File: config.mk
export PLATFORM = sky130hd
export DESIGN_NAME = scale_offset_decoder
export DESIGN_NICKNAME = d
export VERILOG_FILES = /design/src/rtl/scale_offset_decoder.sv
export SDC_FILE = /design/constraint.sdc
export NUM_CORES = 1
export LEC_CHECK = 0
export CAP_MARGIN = 10
export CELL_PAD_IN_SITES_DETAIL_PLACEMENT = 0
export CELL_PAD_IN_SITES_GLOBAL_PLACEMENT = 1
export CORE_MARGIN = 4
export CORE_UTILIZATION = 46
export CTS_CLUSTER_DIAMETER = 50
export CTS_CLUSTER_SIZE = 24
export DETAILED_ROUTE_END_ITERATION = 16
export GPL_TIMING_DRIVEN = 0
export PLACE_DENSITY_LB_ADDON = 0.2
export SKIP_CTS_REPAIR_TIMING = 1
export SLEW_MARGIN = 20
export SYNTH_ARGS = -nofsm -noshare
export SYNTH_HDL_FRONTEND = slang
export SYNTH_SLANG_ARGS = --single-unit
File: constraint.sdc
create_clock -name clk -period 4.5 [get_ports clk]
set_input_delay 0.675 -clock clk [delete_from_list [all_inputs] [get_ports clk]]
set_output_delay 0.675 -clock clk [all_outputs]
set_load 0.005 [all_outputs]
File: src/rtl/scale_offset_decoder.sv
// Decodes b = a*C + D back to a with a multicycle restoring divider.
// Flags codewords that underflow, leave a remainder or overflow WIDTH bits.
module scale_offset_decoder #(
  parameter int unsigned WIDTH = 4,
  parameter int unsigned C     = 4,
  parameter int unsigned D     = 3
) (
  input  logic             clk,
  input  logic             reset,
  input  logic             in_valid,
  output logic             in_ready,
  input  logic [WIDTH+1:0] in_b,
  output logic             out_valid,
  input  logic             out_ready,
  output logic [WIDTH-1:0] out_a,
  output logic [WIDTH+1:0] out_rem,
  output logic             out_err
);

  localparam int unsigned N     = WIDTH + 2;
  localparam int unsigned CNT_W = $clog2(N);
  localparam logic [N-1:0]     C_W  = N'(C);
  localparam logic [N-1:0]     D_W  = N'(D);
  localparam logic [CNT_W-1:0] LAST = CNT_W'(N - 1);

  typedef enum logic [1:0] {IDLE, SUB, DIV, DONE} state_t;

  state_t           state;
  state_t           state_nx;
  logic [N-1:0]     b_reg;
  logic [N-1:0]     dvd;
  logic [N-1:0]     rem;
  logic [N-1:0]     dvd_nx;
  logic [N-1:0]     rem_nx;
  logic [N:0]       trial;
  logic             ge;
  logic             sub_fail;
  logic             last;
  logic [CNT_W-1:0] cnt;

  // Dividend shifts out MSB-first while quotient bits shift in at the LSB,
  // so after N steps dvd holds the full quotient.
  always_comb begin
    trial  = {rem, dvd[N-1]};
    ge     = (trial >= {1'b0, C_W});
    rem_nx = ge ? N'(trial - {1'b0, C_W}) : trial[N-1:0];
    dvd_nx = {dvd[N-2:0], ge};
  end

  assign sub_fail  = (b_reg < D_W) || (C_W == '0);
  assign last      = (cnt == LAST);
  assign in_ready  = (state == IDLE);
  assign out_valid = (state == DONE);

  always_ff @(posedge clk or posedge reset) begin
    if (reset) state <= IDLE;
    else       state <= state_nx;
  end

  always_comb begin
    state_nx = state;
    unique case (state)
      IDLE:    if (in_valid) state_nx = SUB;
      SUB:     state_nx = sub_fail ? DONE : DIV;
      DIV:     if (last) state_nx = DONE;
      DONE:    if (out_ready) state_nx = IDLE;
      default: state_nx = IDLE;
    endcase
  end

  always_ff @(posedge clk or posedge reset) begin
    if (reset) begin
      b_reg   <= '0;
      dvd     <= '0;
      rem     <= '0;
      cnt     <= '0;
      out_a   <= '0;
      out_rem <= '0;
      out_err <= 1'b0;
    end else begin
      unique case (state)
        IDLE: if (in_valid) b_reg <= in_b;
        SUB: begin
          if (sub_fail) begin
            out_a   <= '0;
            out_rem <= '0;
            out_err <= 1'b1;
          end else begin
            dvd <= b_reg - D_W;
            rem <= '0;
            cnt <= '0;
          end
        end
        DIV: begin
          dvd <= dvd_nx;
          rem <= rem_nx;
          if (last) begin
            cnt     <= '0;
            out_a   <= dvd_nx[WIDTH-1:0];
            out_rem <= rem_nx;
            out_err <= (rem_nx != '0) || (dvd_nx[N-1:WIDTH] != '0);
          end else begin
            cnt <= cnt + 1'b1;
          end
        end
        default: ;
      endcase
    end
  end

endmodule

### Word level (Yosys, flattened, before mapping)

Index checks and enable logic that the tools add are counted.

| cells by class | value |
|---|---|
| muxes and demuxes | 22 |
| reductions and logical operators | 9 |
| eq/ne operators | 9 |
| magnitude comparators | 2 |
| $add $sub $neg | 3 |

Operators with widths:

| cell | number |
|---|---|
| one-hot mux 6 bit (2 select lines) | 3 |
| 2-to-1 mux 6 bit | 5 |
| 2-to-1 mux 4 bit | 2 |
| != test 2 bit, second input constant | 4 |
| one-hot mux 2 bit (4 select lines) | 1 |
| one-hot mux 4 bit (2 select lines) | 1 |
| >= comparator 7 x 3 -> 1 bit, second input constant | 1 |
| less-than comparator 6 x 2 -> 1 bit, second input constant | 1 |
| 2-to-1 mux 2 bit | 3 |
| 2-to-1 mux 3 bit | 2 |
| one-hot mux 3 bit (2 select lines) | 1 |
| AND reduction 3 bit | 2 |
| nonzero test 6 bit | 1 |
| subtractor 6 x 2 -> 6 bit, second input constant | 1 |
| subtractor 6 x 3 -> 6 bit, second input constant | 1 |
| == test 2 bit, second input constant | 2 |
| AND reduction 2 bit | 2 |
| nonzero test 2 bit | 2 |
| adder 3 x 1 -> 3 bit, second input constant | 1 |
| == test 3 bit, second input constant | 1 |
| 2-to-1 mux 1 bit | 3 |
| == test 2 x 1 -> 1 bit, second input constant | 1 |
| logical NOT 2 bit | 1 |
| != test 2 x 1 -> 1 bit, second input constant | 1 |
| 2 further kinds | 2 |

| storage, ports and cells | value |
|---|---|
| bits of input ports | 10 |
| logic and storage cells | 53 |
| bits in registers | 34 |
| output and inout bits | 13 |

### Longest topological paths before layout

Gate-level depths: netlist of the first run.

| logic depth | value |
|---|---|
| depth in word-level cells | 6 |
| gate-level depth with buffers | 7 |
| mapped depth without buffers | 6 |

### Least setup slack after synthesis of the first run

No wires, ideal clock.

| timing | value |
|---|---|
| kind | register to register |
| start | reg b_reg[0] |
| end | reg out_rem[3] |
| cell stages (with the launch flop) | 7 |
| data arrival time | 1832 ps |
| setup slack | 2543 ps |
| library setup time | 125 ps |
| data required time | 4375 ps |
| path buffers | 1 |
| clock period less this slack | 1957 ps |
| cells stage by stage | dfrtp_1 ha_1 or4_4 o22ai_4 and2_4 buf_12 mux2_4 |

| on the way | value |
|---|---|
| word-level cells in the longest chain between the ends | 3 |

RTL lines:

| what | line | source |
|---|---|---|
| start: declaration | 30 | `logic [N-1:0] b_reg;` |
| start signal: assignment | 82 | `IDLE: if (in_valid) b_reg <= in_b;` |
| less-than comparator 6 x 2 -> 1 bit | 50 | `assign sub_fail = (b_reg < D_W) \|\| (C_W == '0);` |
| != test 2 bit (no line) | - |  |
| AND reduction 3 bit (no line) | - |  |
| end signal: assignment | 100 | `out_rem <= rem_nx;` |
| end: declaration | 16 | `output logic [WIDTH+1:0] out_rem,` |

Every way passes these cells.
A chain may end at the register's enable or synchronous reset.

### Worst setup path in the final report of the first run

| timing | value |
|---|---|
| start | reg state[0] |
| end | out in_ready |

| on the way | value |
|---|---|
| word-level cells in the longest chain between the ends | 1 |

RTL lines:

| what | line | source |
|---|---|---|
| start: declaration | 28 | `state_t state;` |
| start signal: assignment | 57 | `else state <= state_nx;` |
| logical NOT 2 bit | 52 | `assign in_ready = (state == IDLE);` |
| end: declaration | 11 | `output logic in_ready,` |

Every way passes these cells.

==> impl_metrics.env, run 1 <==
export IMPL_drtIter0Drc=76
export IMPL_grt_antenna_before_repair=0
export IMPL_clk_latency_ns=0.28
export IMPL_root_buffer="clkbuf_8"
export IMPL_fin_ws_ns=2.29
export IMPL_ys_ff_latch=34
export IMPL_skew_ns=0.00535
export IMPL_via_count=1222
export IMPL_grt_usage=0.154
export IMPL_slew_headroom=0.551
export IMPL_path_max_fanout=5
export IMPL_final_util=0.601
export IMPL_pre_cts_slack_ns=2.37
export IMPL_cts_tree="yes"
export IMPL_drc=0
export IMPL_worstMarginPinSlew_ns=0.673
export IMPL_grt_pass1_vias=1261
export IMPL_cts_made_buffers=5
export IMPL_syn2layout_area_growth_pct=20.9
export IMPL_synth_edf_count=0
export IMPL_fmax_mhz=452
export IMPL_fp_dieW_um=69.2
export IMPL_hold_path_class="register to register"
export IMPL_synthDistinctLibCells=37
export IMPL_h_tree_depth=2
export IMPL_crit_required_ns=3.83
export IMPL_row_count=21
export IMPL_synth_warning_count=0
export IMPL_core_area_sq_um=3470
export IMPL_period_share=0.491
export IMPL_antenna_left=0
export IMPL_cts_buffer_depth=2
export IMPL_initial_core_util=0.497
export IMPL_finalSetupViolations=0
export IMPL_clkSinkCount=34
export IMPL_syn_cell_area_sq_um=1720
export IMPL_cp_end_kind="output pin"
export IMPL_dp_hpwl_um=2530
export IMPL_diodes=0
export IMPL_gp_congestion=0.816
export IMPL_wire_per_inst_um=15.0
export IMPL_setup_tns_ns=0
export IMPL_crit_type="register to output pin"
export IMPL_drv_slew=0
export IMPL_die_area_sq_um=4790
export IMPL_rsz0062_at_grt="no"
export IMPL_ir_drop_uv=381
export IMPL_drt_wl_total_um=3400
export IMPL_hold_violations=0
export IMPL_overflow=0
export IMPL_avgSynthCellArea_sq_um=11.3
export IMPL_first_pass_iters=4
export IMPL_status="complete, no violations"
export IMPL_cp_arrival_ns=1.54
export IMPL_cap_violations=0
export IMPL_grt_max_degree=35
export IMPL_clk_pin_slew_ns=0.06
export IMPL_num_io_pins=23
export IMPL_whs_ns=0.499
export IMPL_leakagePower_nw=0.904
export IMPL_synth_main_ff_cell="dfrtp_1"
export IMPL_grt_pass1_wl_um=6000
export IMPL_dieHeight_um=69.2
export IMPL_yosysSeqAreaShare=0.493
export IMPL_drive_above_1_share=0.172
export IMPL_async_flop_share=1.00
export IMPL_startpoint_type="register"
export IMPL_nets=198
export IMPL_viasPerCell=5.41
export IMPL_port_buffers=22
export IMPL_syn_instance_count=152
export IMPL_synth_fp_nets=169
export IMPL_fin_crit_ns=2.21
export IMPL_power_density_nw_per_um2=741
==> worst paths after layout <==
path / startpoint / end / slack [ns] / cells after the start
setup reg to reg: b_reg[0] / out_rem[3] / 2.35 / 6
min in group asynchronous: reset / out_a[2] / 0.82 / 2
hold reg to reg: dvd[1] / dvd[1] / 0.50 / 2
setup / recovery: state[0] / in_ready / 2.29 / 3
max in group asynchronous: reset / dvd[1] / 3.25 / 2
hold / removal: dvd[1] / dvd[1] / 0.50 / 2
==> logic make-up after synthesis <==
group	Yosys count	synth area share
compound gates	34	0.144
xor+xnor	5	0.0254
fa+ha+maj	7	0.0508
buf+inv	19	0.0515
flops	34	0.493
mux	20	0.131
simple gates	33	0.103
==> power by group <==
part / internal (mW) / switching, mW
clock network: 0.118 / 0.0957
logic: 0.402 / 0.379
registers: 0.437 / 0.113
total: 0.956 / 0.588
==> critical path: stages (launching register included) <==
cell and delay (ns):
dfrtp_1 0.40, inv_1 0.11, ha_1 0.22, clkdlybuf4s50_1 0.52
==> placed cells by master, fill, tap and decap left out, types with 3 or more instances in the layout <==
| cell type | instances |
|---|---|
| xor2_1 | 3 |
| clkdlybuf4s50_1 | 22 |
| nor2_1 | 4 |
| ha_1 | 7 |
| mux2_2 | 13 |
| dfrtp_1 | 34 |
| o21ai_0 | 13 |
| nand3b_1 | 3 |
| inv_1 | 14 |
| mux2i_1 | 5 |
| nand2_1 | 13 |
| a21oi_1 | 5 |
| clkbuf_8 | 6 |
==> cells in the mapped netlist, types with 3 or more instances <==
cell type  count  area (sq um)
a21oi_1        5          25.0
dfrtp_1       34           851
mux2i_1        5          50.1
xor2_1         3          26.3
inv_1         15          56.3
nand3b_1       3          22.5
mux2_2        13           146
nor2_1         4          15.0
o21ai_0       13          65.1
ha_1           7          87.6
nand2_1       13          48.8
==> routing by layer <==
layer,global-route usage,part of all wire
met2,0.261,0.51
met5,0,0
met1,0.194,0.44
met4,0.0456,0.010
met3,0.0406,0.038
==> stage by stage <==
stage / total power [mW] / instance area, sq um / instances
CTS: 1.56 / 2080 / 226
floorplan: 1.09 / 1720 / 152
detailed placement: 1.34 / 2000 / 220
global route: 1.67 / 2080 / 226
global placement: 1.31 / 2000 / 220
finish: 1.54 / 2080 / 226
==> layout make-up <==
cell class                 instances  area, sq um
fill                             293         1380
sequential                        34          851
multi-input combinational         99          785
timing repair buffer              22          220
clock buffer                       6         82.6
tap                               46         57.6
inverter                          15         56.3
buffer                             4         32.5
Power figures use the tool's default switching activity.
==> inputs of run 2 (changes only) <==
--- a/config.mk
+++ b/config.mk
@@ -9,7 +9,7 @@
 export CELL_PAD_IN_SITES_DETAIL_PLACEMENT = 0
 export CELL_PAD_IN_SITES_GLOBAL_PLACEMENT = 1
 export CORE_MARGIN = 4
-export CORE_UTILIZATION = 46
+export CORE_UTILIZATION = 43
 export CTS_CLUSTER_DIAMETER = 50
 export CTS_CLUSTER_SIZE = 24
 export DETAILED_ROUTE_END_ITERATION = 16
==> constraint.sdc (replaced) <==
create_clock -name clk -period 2.3 [get_ports clk]
set_input_delay 0.345 -clock clk [delete_from_list [all_inputs] [get_ports clk]]
set_output_delay 0.345 -clock clk [all_outputs]
set_load 0.005 [all_outputs]
==> run 2 against run 1 <==
Effect of this change: power is 110% higher; non-clock buffer count stayed put; first-iteration DRC count is 29% higher; final cell count is 1.8% higher; clock-buffer cell count is 1 lower; design area is 2.8% higher; wire length is 4.8% lower; clock skew hardly changed; global-route usage is 1.6 points lower.
==> impl_metrics.env, run 2 (synthesis gave the netlist of run 1 again) <==
export IMPL_cts_made_buffers=5
export IMPL_cap_violations=0
export IMPL_p_int_mw=2.07
export IMPL_cts_buffer_depth=2
export IMPL_crit_required_ns=2.47
export IMPL_max_stage_delay_ns=0.41
export IMPL_rsz0062_at_grt="no"
export IMPL_port_buffers=22
export IMPL_pre_cts_slack_ns=0.154
export IMPL_fp_dieW_um=71.3
export IMPL_path_max_fanout=10
export IMPL_hold_path_class="input port to asynchronous set/reset pin"
export IMPL_hold_violations=0
export IMPL_reg2reg_depth=7
export IMPL_die_area_sq_um=5090
export IMPL_clkPwrFrac=0.204
export IMPL_crit_slowest_cell="dfrtp_1"
export IMPL_status="complete, no violations"
export IMPL_power_share_combinational=0.465
export IMPL_p_total_mw=3.22
export IMPL_crit_type="register to register"
export IMPL_nets=198
export IMPL_fin_crit_ns=2.16
export IMPL_grt_usage=0.139
export IMPL_ir_drop_uv=726
export IMPL_critical_path_top_delay_family="buffers and inverters"
export IMPL_grt_antenna_before_repair=0
export IMPL_p_sw_mw=1.14
export IMPL_critical_path_cell_chain="inv_1 -> ha_1 -> clkbuf_1 -> nand2_1 -> and2_4 -> buf_12 -> mux2_4"
export IMPL_fin_ws_ns=0.141
export IMPL_startpoint_type="register"
export IMPL_cp_end_kind="register"
export IMPL_setup_tns_ns=0
export IMPL_finalSetupViolations=0
export IMPL_final_util=0.568
export IMPL_grt_pass1_wl_um=5570
export IMPL_fillers=312
export IMPL_leakagePower_nw=0.929
export IMPL_drtIter0Drc=98
export IMPL_grt_max_degree=35
export IMPL_dieHeight_um=71.3
export IMPL_root_buffer="clkbuf_8"
export IMPL_drv_slew=0
export IMPL_final_common_cell="dfrtp_1"
export IMPL_most_common_layout_cells="dfrtp_1, clkdlybuf4s50_1, inv_1"
export IMPL_drt_wl_total_um=3240
export IMPL_fmax_mhz=463
export IMPL_path_depth=7
export IMPL_core_area_sq_um=3770
export IMPL_h_tree_depth=2
export IMPL_skew_ns=0.00516
export IMPL_switching_share=0.355
export IMPL_first_pass_iters=4
export IMPL_grt_pass1_vias=1206
export IMPL_wire_per_inst_um=14.1
export IMPL_worstMarginPinSlew_ns=0.689
export IMPL_overflow=0
export IMPL_place_inst=222
export IMPL_critPathBufInv=3
export IMPL_initial_core_util=0.457
export IMPL_viasPerCell=5.33
export IMPL_dp_hpwl_um=2420
export IMPL_clkSinkCount=34
export IMPL_via_count=1226
export IMPL_antenna_left=0
export IMPL_slew_headroom=0.540
export IMPL_power_density_nw_per_um2=1500
export IMPL_diodes=0
export IMPL_gp_congestion=0.776
export IMPL_row_count=22
export IMPL_sequentialPowerShare=0.331
export IMPL_num_io_pins=23
export IMPL_cts_tree="yes"
export IMPL_cp_arrival_ns=2.33
export IMPL_period_share=0.939
export IMPL_syn2layout_area_growth_pct=24.2
export IMPL_drc=0
export IMPL_final_cells=230
export IMPL_clk_latency_ns=0.28
export IMPL_clk_pin_slew_ns=0.07
export IMPL_drive_above_1_share=0.181
## run 2: changes by cell type in the layout (fill, tap and decap cells not counted)
cell | previous run | this run
bufinv_16 | 0 | 2
clkbuf_8 | 6 | 5
clkinv_4 | 0 | 1
## run 2: path summary, 6_finish.rpt
kind | start | endpoint | slack [ns]
max in group asynchronous | reset | cnt[2] | 1.37
min in group clk | dvd[1] | dvd[1] | 0.49
setup reg to reg | state[0] | out_rem[5] | 0.14
hold / removal | reset | out_a[3] | 0.48
setup / recovery | state[0] | out_rem[5] | 0.14
hold reg to reg | dvd[1] | dvd[1] | 0.49
## run 2: power groups by stage
| stage | clock network, mW | logic, mW | registers, mW |
|---|---|---|---|
| after global placement | 0 | 1.49 | 1.06 |
| after global routing | 0.703 | 1.67 | 1.11 |
| after detailed placement | 0 | 1.51 | 1.08 |
| final | 0.657 | 1.50 | 1.06 |
| after CTS | 0.675 | 1.52 | 1.07 |
| after floorplan | 0 | 1.10 | 1.03 |
## run 2: final cells by class
type | count | area, sq um | area share
repair buffers | 22 | 220 | 0.103
flip-flops and latches | 34 | 851 | 0.397
clock inverters | 3 | 68.8 | 0.0321
clock buffers | 5 | 68.8 | 0.0321
inverters | 15 | 56.3 | 0.0263
multi-input cells | 99 | 785 | 0.366
plain buffers | 4 | 32.5 | 0.0152
well taps | 48 | 60.1 | 0.0280
## run 2: through the flow
stage,hold WS (ns),instance area (sq um)
CTS,0.493,2140
finish,0.481,2140
global placement,0.475,2000
global route,0.533,2140
floorplan,0.450,1720
detailed placement,0.475,2000
## run 2: per-layer routing
metal | vias up | global-route usage | share of wire
met4 | 0 | 0.0480 | 0.011
li1 | 604 | - | -
met5 | - | 0 | 0
met1 | 590 | 0.166 | 0.44
met2 | 27 | 0.232 | 0.50
met3 | 5 | 0.0477 | 0.051
==> inputs of run 3 (changes only) <==
--- a/config.mk
+++ b/config.mk
@@ -14,6 +14,7 @@
 export CTS_CLUSTER_SIZE = 24
 export DETAILED_ROUTE_END_ITERATION = 16
 export GPL_TIMING_DRIVEN = 0
+export HOLD_SLACK_MARGIN = 0.1
 export PLACE_DENSITY_LB_ADDON = 0.2
 export SKIP_CTS_REPAIR_TIMING = 1
 export SLEW_MARGIN = 20
==> results of run 3 <==
The final DEF is identical to that of run 2; final timing and power are the same.
